## config.mk

```make
export PLATFORM = sky130hd
export DESIGN_NAME = vend_controller_flat
export DESIGN_NICKNAME = d
export VERILOG_FILES = /design/src/rtl/vend_controller_if.sv /design/src/rtl/vend_controller.sv /design/src/flat_wrapper.sv
export SDC_FILE = /design/constraint.sdc
export NUM_CORES = 1
export LEC_CHECK = 0
export ABC_AREA = 1
export ABC_CLOCK_PERIOD_IN_PS = 1600
export BUFFER_PORTS_ARGS = -buffer_cell sky130_fd_sc_hd__buf_2
export CORE_MARGIN = 5
export CORE_UTILIZATION = 40
export DETAILED_ROUTE_END_ITERATION = 10
export REMOVE_ABC_BUFFERS = 1
export SYNTH_ARGS = -nofsm -noshare
export SYNTH_HDL_FRONTEND = slang
export SYNTH_SLANG_ARGS = --single-unit
```

## constraint.sdc

```tcl
create_clock -name clk -period 1.6 [get_ports clk]
set_input_delay 0.16 -clock clk [delete_from_list [all_inputs] [get_ports clk]]
set_output_delay 0.16 -clock clk [all_outputs]
set_load 0.005 [all_outputs]
```

## src/rtl/vend_controller_if.sv

```systemverilog
// Signal bundle between the vending controller and its peripherals:
// coin acceptor, front-panel buttons, dispenser motor and change hopper.
interface vend_controller_if #(
    parameter int CREDIT_W = 5
);
    logic                coin_valid;
    logic [1:0]          coin_type;
    logic                coin_ready;
    logic                coin_reject;
    logic                select;
    logic                cancel;
    logic                insufficient;
    logic                dispense_req;
    logic                dispense_ack;
    logic                vend_done;
    logic                fault;
    logic                change_req;
    logic                change_ack;
    logic [CREDIT_W-1:0] credit;
    logic                busy;

    // Controller side.
    modport master (
        input  coin_valid, coin_type, select, cancel, dispense_ack, change_ack,
        output coin_ready, coin_reject, insufficient, dispense_req, vend_done,
               fault, change_req, credit, busy
    );

    // Peripheral / environment side.
    modport slave (
        output coin_valid, coin_type, select, cancel, dispense_ack, change_ack,
        input  coin_ready, coin_reject, insufficient, dispense_req, vend_done,
               fault, change_req, credit, busy
    );
endinterface

```

## src/rtl/vend_controller.sv

```systemverilog
// Vending transaction controller: accumulates coin credit, sequences the
// dispenser, then pays change one nickel at a time. Handles cancel and timeout.
module vend_controller #(
    parameter int PRICE    = 4,
    parameter int CREDIT_W = 5,
    parameter int TIMEOUT  = 16
) (
    input  logic                   clk,
    input  logic                   reset,
    vend_controller_if.master      bus
);
    localparam int CREDIT_MAX = 2**CREDIT_W - 1;
    localparam int CNT_W      = $clog2(TIMEOUT);

    localparam logic [CREDIT_W-1:0] READY_LIMIT = CREDIT_W'(CREDIT_MAX - 5);
    localparam logic [CREDIT_W-1:0] PRICE_C     = CREDIT_W'(PRICE);
    localparam logic [CNT_W-1:0]    LAST_CNT    = CNT_W'(TIMEOUT - 1);

    typedef enum logic [1:0] {COLLECT, VEND, CHANGE} state_t;

    state_t              state;
    logic [CREDIT_W-1:0] credit_q;
    logic [CNT_W-1:0]    cnt;

    function automatic logic [CREDIT_W-1:0] coin_value(input logic [1:0] t);
        case (t)
            2'd0:    coin_value = CREDIT_W'(1);
            2'd1:    coin_value = CREDIT_W'(2);
            2'd2:    coin_value = CREDIT_W'(5);
            default: coin_value = '0;
        endcase
    endfunction

    // The ready limit guarantees even a quarter cannot overflow credit.
    assign bus.coin_ready = (state == COLLECT) && !bus.select && !bus.cancel &&
                            (credit_q <= READY_LIMIT);
    assign bus.credit     = credit_q;

    always_ff @(posedge clk) begin
        if (reset) begin
            state            <= COLLECT;
            credit_q         <= '0;
            cnt              <= '0;
            bus.coin_reject  <= 1'b0;
            bus.insufficient <= 1'b0;
            bus.vend_done    <= 1'b0;
            bus.fault        <= 1'b0;
            bus.dispense_req <= 1'b0;
            bus.change_req   <= 1'b0;
            bus.busy         <= 1'b0;
        end else begin
            // NOTE: all state here uses non-blocking assignment so every branch
            // reads the pre-edge values, independent of statement order.
            bus.coin_reject  <= 1'b0;
            bus.insufficient <= 1'b0;
            bus.vend_done    <= 1'b0;
            bus.fault        <= 1'b0;

            case (state)
                COLLECT: begin
                    if (bus.coin_valid && bus.coin_ready) begin
                        if (bus.coin_type == 2'd3)
                            bus.coin_reject <= 1'b1;
                        else
                            credit_q <= credit_q + coin_value(bus.coin_type);
                    end else if (bus.cancel) begin
                        if (credit_q != '0) begin
                            state          <= CHANGE;
                            bus.change_req <= 1'b1;
                            bus.busy       <= 1'b1;
                        end
                    end else if (bus.select) begin
                        if (credit_q >= PRICE_C) begin
                            state            <= VEND;
                            cnt              <= '0;
                            bus.dispense_req <= 1'b1;
                            bus.busy         <= 1'b1;
                        end else begin
                            bus.insufficient <= 1'b1;
                        end
                    end
                end

                VEND: begin
                    // An ack on the final counting cycle still wins over timeout.
                    if (bus.dispense_ack) begin
                        credit_q         <= credit_q - PRICE_C;
                        bus.vend_done    <= 1'b1;
                        bus.dispense_req <= 1'b0;
                        if (credit_q != PRICE_C) begin
                            state          <= CHANGE;
                            bus.change_req <= 1'b1;
                        end else begin
                            state    <= COLLECT;
                            bus.busy <= 1'b0;
                        end
                    end else if (cnt == LAST_CNT) begin
                        bus.fault        <= 1'b1;
                        bus.dispense_req <= 1'b0;
                        bus.change_req   <= 1'b1;
                        state            <= CHANGE;
                    end else begin
                        cnt <= cnt + 1'b1;
                    end
                end

                CHANGE: begin
                    if (bus.change_ack) begin
                        credit_q <= credit_q - 1'b1;
                        if (credit_q == CREDIT_W'(1)) begin
                            state          <= COLLECT;
                            bus.change_req <= 1'b0;
                            bus.busy       <= 1'b0;
                        end
                    end
                end

                default: begin
                    state            <= COLLECT;
                    bus.dispense_req <= 1'b0;
                    bus.change_req   <= 1'b0;
                    bus.busy         <= 1'b0;
                end
            endcase
        end
    end
endmodule

```

## src/flat_wrapper.sv

```systemverilog
// flat-port wrapper written by rule: the top's interface ports become plain ports
module vend_controller_flat 
#(
    parameter int PRICE    = 4,
    parameter int CREDIT_W = 5,
    parameter int TIMEOUT  = 16
)
  (clk, reset, bus_coin_valid, bus_coin_type, bus_select, bus_cancel, bus_dispense_ack, bus_change_ack, bus_coin_ready, bus_coin_reject, bus_insufficient, bus_dispense_req, bus_vend_done, bus_fault, bus_change_req, bus_credit, bus_busy);
  vend_controller_if #(.CREDIT_W(CREDIT_W)) bus_i ();
  input  logic clk;
  input  logic reset;
  input wire logic [$bits(bus_i.coin_valid)-1:0] bus_coin_valid;
  input wire logic [$bits(bus_i.coin_type)-1:0] bus_coin_type;
  input wire logic [$bits(bus_i.select)-1:0] bus_select;
  input wire logic [$bits(bus_i.cancel)-1:0] bus_cancel;
  input wire logic [$bits(bus_i.dispense_ack)-1:0] bus_dispense_ack;
  input wire logic [$bits(bus_i.change_ack)-1:0] bus_change_ack;
  output wire logic [$bits(bus_i.coin_ready)-1:0] bus_coin_ready;
  output wire logic [$bits(bus_i.coin_reject)-1:0] bus_coin_reject;
  output wire logic [$bits(bus_i.insufficient)-1:0] bus_insufficient;
  output wire logic [$bits(bus_i.dispense_req)-1:0] bus_dispense_req;
  output wire logic [$bits(bus_i.vend_done)-1:0] bus_vend_done;
  output wire logic [$bits(bus_i.fault)-1:0] bus_fault;
  output wire logic [$bits(bus_i.change_req)-1:0] bus_change_req;
  output wire logic [$bits(bus_i.credit)-1:0] bus_credit;
  output wire logic [$bits(bus_i.busy)-1:0] bus_busy;
  assign bus_i.coin_valid = bus_coin_valid;
  assign bus_i.coin_type = bus_coin_type;
  assign bus_i.select = bus_select;
  assign bus_i.cancel = bus_cancel;
  assign bus_i.dispense_ack = bus_dispense_ack;
  assign bus_i.change_ack = bus_change_ack;
  assign bus_coin_ready = bus_i.coin_ready;
  assign bus_coin_reject = bus_i.coin_reject;
  assign bus_insufficient = bus_i.insufficient;
  assign bus_dispense_req = bus_i.dispense_req;
  assign bus_vend_done = bus_i.vend_done;
  assign bus_fault = bus_i.fault;
  assign bus_change_req = bus_i.change_req;
  assign bus_credit = bus_i.credit;
  assign bus_busy = bus_i.busy;
  vend_controller #(.PRICE(PRICE), .CREDIT_W(CREDIT_W), .TIMEOUT(TIMEOUT)) u_core (.clk(clk), .reset(reset), .bus(bus_i));
endmodule
```

# [Word-level counts from Yosys, hierarchy flattened]
# Cells that the tools add are included.
# Widths: inputs -> output; s select.
[word_totals] register_bits=18
[classes] n_lt_le_gt_ge=2 n_reduce_logical=21 add_sub_neg=4 bitwise=5 mux=53 eq_ne=27
[op_table] op="$mux 5" count=8
[op_table] op="$ne 2x2->1 const B" count=13
[op_table] op="$mux 4" count=6
[op_table] op="$mux 1" count=22
[op_table] op="$reduce_and 7->1" count=3
[op_table] op="$mux 2" count=10
[op_table] op="$pmux 5 s3" count=1
[op_table] op="$ne 3x3->1 const B" count=3
[op_table] op="$pmux 1 s3" count=3
[op_table] op="$pmux 3 s3" count=1
[op_table] op="$pmux 4 s2" count=1
[op_table] op="$reduce_and 8->1" count=1
[op_table] op="$eq 2x2->1 const B" count=3
[op_table] op="$ne 3x2->1 const B" count=2
[op_table] op="$pmux 2 s3" count=1
[op_table] op="$reduce_and 6->1" count=1
[op_table] op="$reduce_or 3->1" count=2
[op_table] op="$add 5x5->5" count=1
[op_table] op="$eq 5x1->1 const B" count=1
[op_table] op="$ge 5x3->1 const B" count=1
[op_table] op="$le 5x5->1 const B" count=1
[op_table] op="$ne 5x3->1 const B" count=1
[op_table] op="$not 1->1" count=5
[op_table] op="$reduce_and 5->1" count=1
[op_table] op="other kinds (14)" count=20

# [Longest topological paths before layout]
# Gate-level depths: netlist (run 1).
[logic_depth] word_depth=12 mapped_depth=13 mapped_depth_nobuf=12

# [Worst setup path before layout (run 1)]
# OpenSTA, ideal clock, no wires.
[synth_timing] path_type="register to register" from="register u_core.credit_q[0] (netlist: u_core.bus.credit[0])" to="register u_core.credit_q[4] (netlist: u_core.bus.credit[4])" required_time_ns=1.486 path_buffers=0 period_less_slack_ns=1.562 setup_slack_ns=0.038 path_stages_with_launch=10 t_arrival_ns=1.448 setup_ns=0.114 cell_sequence="dfxtp_1 ha_1 inv_1 fa_1 inv_1 a21oi_1 o211ai_1 nand2_1 nor2_1 nor2_1"
[synth_between] elab_chain_cells=5 word_cells_on_any_way=13 cone_classes="add/sub (3); order compare (1); eq/ne (1); mux (5); reduce/logical (3)"
[synth_rtl] element="start, declared" line_no="vend_controller.sv:22" rtl="logic [CREDIT_W-1:0] credit_q;"
[synth_rtl] element="start signal, assigned" line_no="vend_controller.sv:65" rtl="credit_q <= credit_q + coin_value(bus.coin_type);"
[synth_rtl] element="start signal, assigned" line_no="vend_controller.sv:87" rtl="credit_q <= credit_q - PRICE_C;"
[synth_rtl] element="start signal, assigned" line_no="vend_controller.sv:109" rtl="credit_q <= credit_q - 1'b1;"
[synth_rtl] element="$le 5x5->1" line_no="vend_controller.sv:36" rtl="(credit_q <= READY_LIMIT);"
[synth_rtl] element="$logic_and 1x1->1" line_no="vend_controller.sv:35" rtl="assign bus.coin_ready = (state == COLLECT) && !bus.select && !bus.cancel &&"
[synth_rtl] element="$logic_and 1x1->1" line_no="vend_controller.sv:61" rtl="if (bus.coin_valid && bus.coin_ready) begin"
[synth_rtl] element="$ne 2x2->1 (no source line)"
[synth_rtl] element="$reduce_and 5->1 (no source line)"
# Parallel ways exist; a longest one is shown, timed or not. The select of a mux whose other input is x is not followed.
# A chain may end at the register's enable or synchronous reset.

# [Final worst setup path (run 1)]
[layout_timing] from="register u_core.state[0]" to="register u_core.bus.change_req"
[layout_between] elab_chain_cells=7 word_cells_on_any_way=16 cone_classes="eq/ne (9); mux (1); reduce/logical (6)"
[layout_rtl] element="start, declared" line_no="vend_controller.sv:21" rtl="state_t state;"
[layout_rtl] element="start signal, assigned" line_no="vend_controller.sv:41" rtl="state <= COLLECT;"
[layout_rtl] element="start signal, assigned" line_no="vend_controller.sv:68" rtl="state <= CHANGE;"
[layout_rtl] element="start signal, assigned" line_no="vend_controller.sv:74" rtl="state <= VEND;"
[layout_rtl] element="$logic_not 2->1" line_no="vend_controller.sv:35, vend_controller.sv:59"
[layout_rtl] element="$logic_and 1x1->1 (3 in series)" line_no="vend_controller.sv:35"
[layout_rtl] element="$logic_and 1x1->1" line_no="vend_controller.sv:61"
[layout_rtl] element="$ne 2x2->1 (no source line)"
[layout_rtl] element="$reduce_and 7->1 (no source line)"
[layout_rtl] element="end signal, assigned" line_no="vend_controller.sv:49" rtl="bus.change_req <= 1'b0;"
[layout_rtl] element="end signal, assigned" line_no="vend_controller.sv:69" rtl="bus.change_req <= 1'b1;"
[layout_rtl] element="end signal, assigned" line_no="vend_controller.sv:92" rtl="bus.change_req <= 1'b1;"
[layout_rtl] element="end, declared" line_no="vend_controller_if.sv:26" rtl="fault, change_req, credit, busy"
# Parallel ways exist; a longest one is shown, timed or not.

==> results of run 1 <==
where the power goes:
| group | switching, W | leakage, nW | total [W] | internal, W |
|---|---|---|---|---|
| clock network | 0.000168 | 0.0210 | 0.000307 | 0.000139 |
| logic | 0.00157 | 0.874 | 0.00284 | 0.00126 |
| registers | 0.000126 | 0.149 | 0.000742 | 0.000616 |
through the flow:
stage | setup TNS [ns] | total power, W | setup WS, ns
after floorplan | 0 | 0.00221 | 0.0383
after global placement | 0 | 0.00303 | 0.0275
after detailed placement | -0.00639 | 0.00304 | -0.00639
after CTS | -0.00389 | 0.00347 | -0.00389
after global routing | -0.0639 | 0.00429 | -0.0442
final | 0 | 0.00388 | 0.0590
sequential cells by signal, summed over array words and instances, names as in the netlist:
register and flops:
u_core.bus.credit 5, u_core.bus.fault 1, u_core.bus.dispense_req 1, u_core.bus.coin_reject 1
u_core.state 2, u_core.cnt 4, u_core.bus.insufficient 1, u_core.bus.busy 1
u_core.bus.change_req 1, u_core.bus.vend_done 1
cell families (layout without fill, tap and decap cells):
logic type | Yosys count | after routing | synth area share (%)
AND/OR/NAND/NOR | 137 | 137 | 42.8
adder cells (fa/ha/maj) | 16 | 16 | 15.0
flip-flops | 18 | 18 | 26.1
AO/OA/AOI/OAI | 16 | 16 | 7.16
buffers and inverters | 30 | 87 | 8.24
XOR/XNOR | 1 | 1 | 0.634
cell usage after synthesis, drive strengths merged:
library cell	number
nor2	43
ha	15
buf	1
or2	2
nand3	22
o211ai	1
o22ai	1
clkinv	1
dfxtp	18
nand2	60
o21ai	6
fa	1
nand3b	1
nor3	3
nor4	2
nand4	4
xor2	1
a31oi	1
o21bai	1
inv	27
clkbuf	1
a21oi	6
final timing paths:
| check | start | end | depth (start not counted) |
|---|---|---|---|
| max | u_core.state[0] | u_core.bus.change_req | 11 |
| min | reset | u_core.bus.dispense_req | 2 |
| min reg2reg | u_core.bus.dispense_req | u_core.bus.dispense_req | 2 |
| max reg2reg | u_core.state[0] | u_core.bus.change_req | 11 |
final cells by class:
cell class / instances / area share [%]
multi-input combinational: 170 / 53.1
timing repair buffer: 55 / 18.6
sequential: 18 / 18.2
inverter: 28 / 5.34
tap: 46 / 2.86
clock buffer: 4 / 1.80
layer usage:
layer	vias to the layer above	share of wire (%)	track usage, %
met5	-	0	0
met4	0	1.2	5.84
met3	5	4.4	1.94
met2	31	45	27.9
met1	687	49	24.7
li1	808	-	-
repair_timing:
item / 4_1_cts / 5_1_grt
gates resized for setup: 9 / 42
setup buffers: 5 / 6
endpoints found under the setup margin: 2 / 15
pin swaps: 3 / 20
==> results.cfg, run 1 <==
[run_status]
status = complete, no violations

[grt]
antenna_found_initial = 0
grt-ovfl-total = 0
grt_pass1_vias = 1321
grt_usage_pct = 17.6
grt_pass1_wl_um = 6100
grt_max_degree = 12

[detailed_routing]
vias = 1531
drtPass1Iterations = 4
drt.antenna.violating_nets = 0
drc = 0
drt_iter0_markers = 105
wl_um = 4030
routedWlPerCell_um = 12.6
via_per_inst = 4.77

[timing]
fmax_mhz = 649
hold_violations = 0
clock_skew_ns = 0.00390
rsz0062_at_grt = true
period_needed_ns = 1.54
setup_viol = 0
fin_crit_sh_pct = 96.3
holdWs_ns = 0.106
slew_violations = 0
worst_pin_slew_ns = 0.439
relSlewSlack_pct = 70.7

[clocking]
cts_buffers = 3
cts_tree = built
htreeDepth = 1
ctsHoldBuffers = 0
cts_max_path_buffers = 2
worstSkewPairLatency_ns = 0.31
clockRootBuffer = clkbuf_4
clkSlewWorstSetupHoldPaths_ns = 0.12
numClockSinks = 18

[setup_path]
critical_path_class = flip-flop to flip-flop
startpoint_type = flip-flop
critPathBufInv = 3
path_cells = inv_2 > ha_4 > buf_6 > nand2_2 > buf_4 > nand2_1 > nand3b_1 > nor2_1 > nand3_1 > nand2_1 > nor2_1
endpoint_kind = flip-flop
r2r_slack_ns = 0.06
critPathArrivalTime_ns = 1.76
cpLargestDelayFamily = simple AND/OR/NAND/NOR gates
cpPeakStageDelay_ns = 0.35
path_max_fanout = 3
cp_slowest_cell = dfxtp_2
worstPathRequired_ns = 1.82

[layout]
drive_gt1_share_pct = 37.1
num-fill-cells = 318
syn_to_final_growth_pct = 45.7
finalCoreUtilization_pct = 60.3
layout.nets = 301
final_cells = 321
multi_input_area_um2 = 1070
design_area_um2 = 2010
final_cell_mix = 52 x nand2_1, 37 x nor2_1, 30 x buf_4
diodes = 0
layout_commonest_cell = nand2_1
regArea_um2 = 367

[synth]
syn_avg_cell_area_um2 = 6.34
ys_seq_elements = 18
ys.warnings.count = 0
postSynthCellCount = 218
ys_seq_area_share_pct = 26.1
synth_area_um2 = 1380
ys_types = 28
synthTopCellsByArea = dfxtp_1 26%, nand2_1 16%, ha_1 14%, nor2_1 11%, nand3_1 8.0%
synth_top_area_share_pct = 26.1
synth_top_area_cell = dfxtp_1

[placement]
postPlaceCellArea_um2 = 1720
place_congestion = 0.837
port-buffer-count = 21
place_hpwl_um = 2910
dp_cells = 307

[worst_hold_path]
hold_path_class = primary input to flip-flop

[job]
cap_violations = 0

[die]
start_util_pct = 41.4
dieArea_um2 = 4730
core-area_um2 = 3340
die_h_um = 68.8
die_w_um = 68.8
rows = 21
ios = 22

[pwr]
p_leak_nw = 1.04
peakVddDrop_mv = 0.709
powerDensity_nw_per_um2 = 1930
Power figures use the tool's default switching activity.
==> run 2: changes to the inputs <==
- ABC_CLOCK_PERIOD_IN_PS: 1600 -> 1700
- clock period: 1.6 -> 1.7 ns (I/O delays scaled with it)
==> run 2 against run 1 <==
Cell area down 14%. Clock skew rose by 0.0062 ns. Sequential share of layout area increased by 3.2 points. Cell count is 6.5% lower. Critical endpoint is now bus_coin_ready. Wire length shrank 12%. First-iteration DRC count decreased by 38%. Register-to-register slack better by 0.05 ns.
==> results.cfg, run 2 (same netlist as run 1, synthesis figures left out) <==
[setup_path]
path_max_fanout = 4
r2r_end = u_core.bus.credit[2]
startpoint_type = flip-flop
endpoint_kind = primary output
worst_r2r_path_depth = 8
setup.worst_path.start = u_core.state[0]
r2r-start = u_core.bus.credit[0]
r2r_slack_ns = 0.11
worstPathRequired_ns = 1.53
critical_path_class = flip-flop to primary output
crit_end = bus_coin_ready
critPathArrivalTime_ns = 1.46

[clocking]
numClockSinks = 18
worstSkewPairLatency_ns = 0.32
cts_max_path_buffers = 2
cts_tree = built
htreeDepth = 1
ctsHoldBuffers = 0
clockRootBuffer = clkbuf_4
clkSlewWorstSetupHoldPaths_ns = 0.13
cts_buffers = 3

[timing]
setup_ws_ns = 0.0704
clock_skew_ns = 0.0101
hold_violations = 0
worst_pin_slew_ns = 0.416
period_needed_ns = 1.63
fmax_mhz = 614
slew_violations = 0
fin_tns_setup_ns = 0
fin_crit_sh_pct = 95.9
relSlewSlack_pct = 72.2
setup_viol = 0

[pwr]
peakVddDrop_mv = 0.802
sw_frac_of_total_pct = 49.3
p_int_w = 0.00160
powerDensity_nw_per_um2 = 1820
p_switching_w = 0.00156
p_seq_share_pct = 22.8
total_power_w = 0.00316
clkPwrFrac_pct = 9.4
p_leak_nw = 0.930
pwr-share-comb_pct = 67.8

[die]
start_util_pct = 41.4
die_w_um = 68.8
die_h_um = 68.8
rows = 21
dieArea_um2 = 4730
core-area_um2 = 3340
ios = 22

[detailed_routing]
drt_iter0_markers = 65
drt.antenna.violating_nets = 0
wl_um = 3550
via_per_inst = 4.82
drtPass1Iterations = 4
drc = 0
routedWlPerCell_um = 11.8
vias = 1447

[grt]
grt-ovfl-total = 0
antenna_found_initial = 0
grt_pass1_vias = 1238
grt_max_degree = 12
grt_usage_pct = 16.4
grt_pass1_wl_um = 5810

[layout]
largest_reg_flops = 5
finalCoreUtilization_pct = 51.9
layout.nets = 280
drive_gt1_share_pct = 25.2
diodes = 0
final_cells = 300
layout_commonest_cell = nand2_1
syn_to_final_growth_pct = 25.5
final_cell_mix = 56 x nand2_1, 39 x nor2_1, 24 x inv_1

[run_status]
status = complete, no violations

[placement]
place_hpwl_um = 2770
place_ws_ns = 0.0691
port-buffer-count = 21
place_congestion = 0.841
dp_cells = 295

[job]
cap_violations = 0

[worst_hold_path]
hold_path_class = primary input to flip-flop
run 2: final cells by class:
| class | instances | area (um2) |
|---|---|---|
| Clock buffer | 4 | 36.3 |
| Multi-Input combinational cell | 170 | 960 |
| Inverter | 28 | 105 |
| Fill cell | 365 | 1600 |
| Tap cell | 46 | 57.6 |
| Timing Repair Buffer | 34 | 203 |
| Sequential cell | 18 | 372 |
run 2: power by group through the flow:
stage                     registers (W)  clock network [W]  logic (W)
after global placement         0.000702                  0    0.00203
after detailed placement       0.000701                  0    0.00201
after CTS                      0.000694           0.000303    0.00206
final                          0.000721           0.000297    0.00214
after global routing           0.000750           0.000311    0.00245
after floorplan                0.000705                  0    0.00138
run 2: per-layer routing:
layer	vias up	part of all wire, %	wire length (um)	GRT usage (%)
met2	31	43	1530	24.2
met1	644	51	1810	24.3
met5	-	0	0	0
met3	8	4.6	163	2.92
li1	764	-	-	-
met4	0	1.4	51	4.14
run 2: worst max-delay path, cell delays in order (launching register included):
cell and delay [ns]:
dfxtp_2 0.36, inv_2 0.09, ha_4 0.15, inv_1 0.06, nor2_2 0.12, nand2_2 0.07, a31oi_1 0.15, buf_2 0.14
run 2: worst min-delay path by stage:
stage          startpoint                      end  slack (ns)  cells past startpoint
2_1_floorplan       reset  u_core.bus.dispense_req        0.24                      1
3_3_place_gp        reset  u_core.bus.dispense_req        0.44                      2
3_5_place_dp        reset  u_core.bus.dispense_req        0.44                      2
4_1_cts             reset  u_core.bus.dispense_req        0.10                      2
5_1_grt             reset  u_core.bus.dispense_req        0.11                      2
6_report            reset  u_core.bus.dispense_req         0.1                      2
run 2: timing repair:
item                                    in CTS  in global routing
endpoints found under the setup margin       1                  8
gates resized for setup                      4                 18
buffers inserted                             0                  1
endpoints found under the hold margin        0                  0
pin swaps                                    1                  4
run 2: stage by stage:
stage | area, um2 | hold WS (ns)
floorplan | 1370 | 0.239
global placement | 1630 | 0.438
detailed placement | 1630 | 0.439
CTS | 1670 | 0.101
global route | 1730 | 0.114
finish | 1730 | 0.100
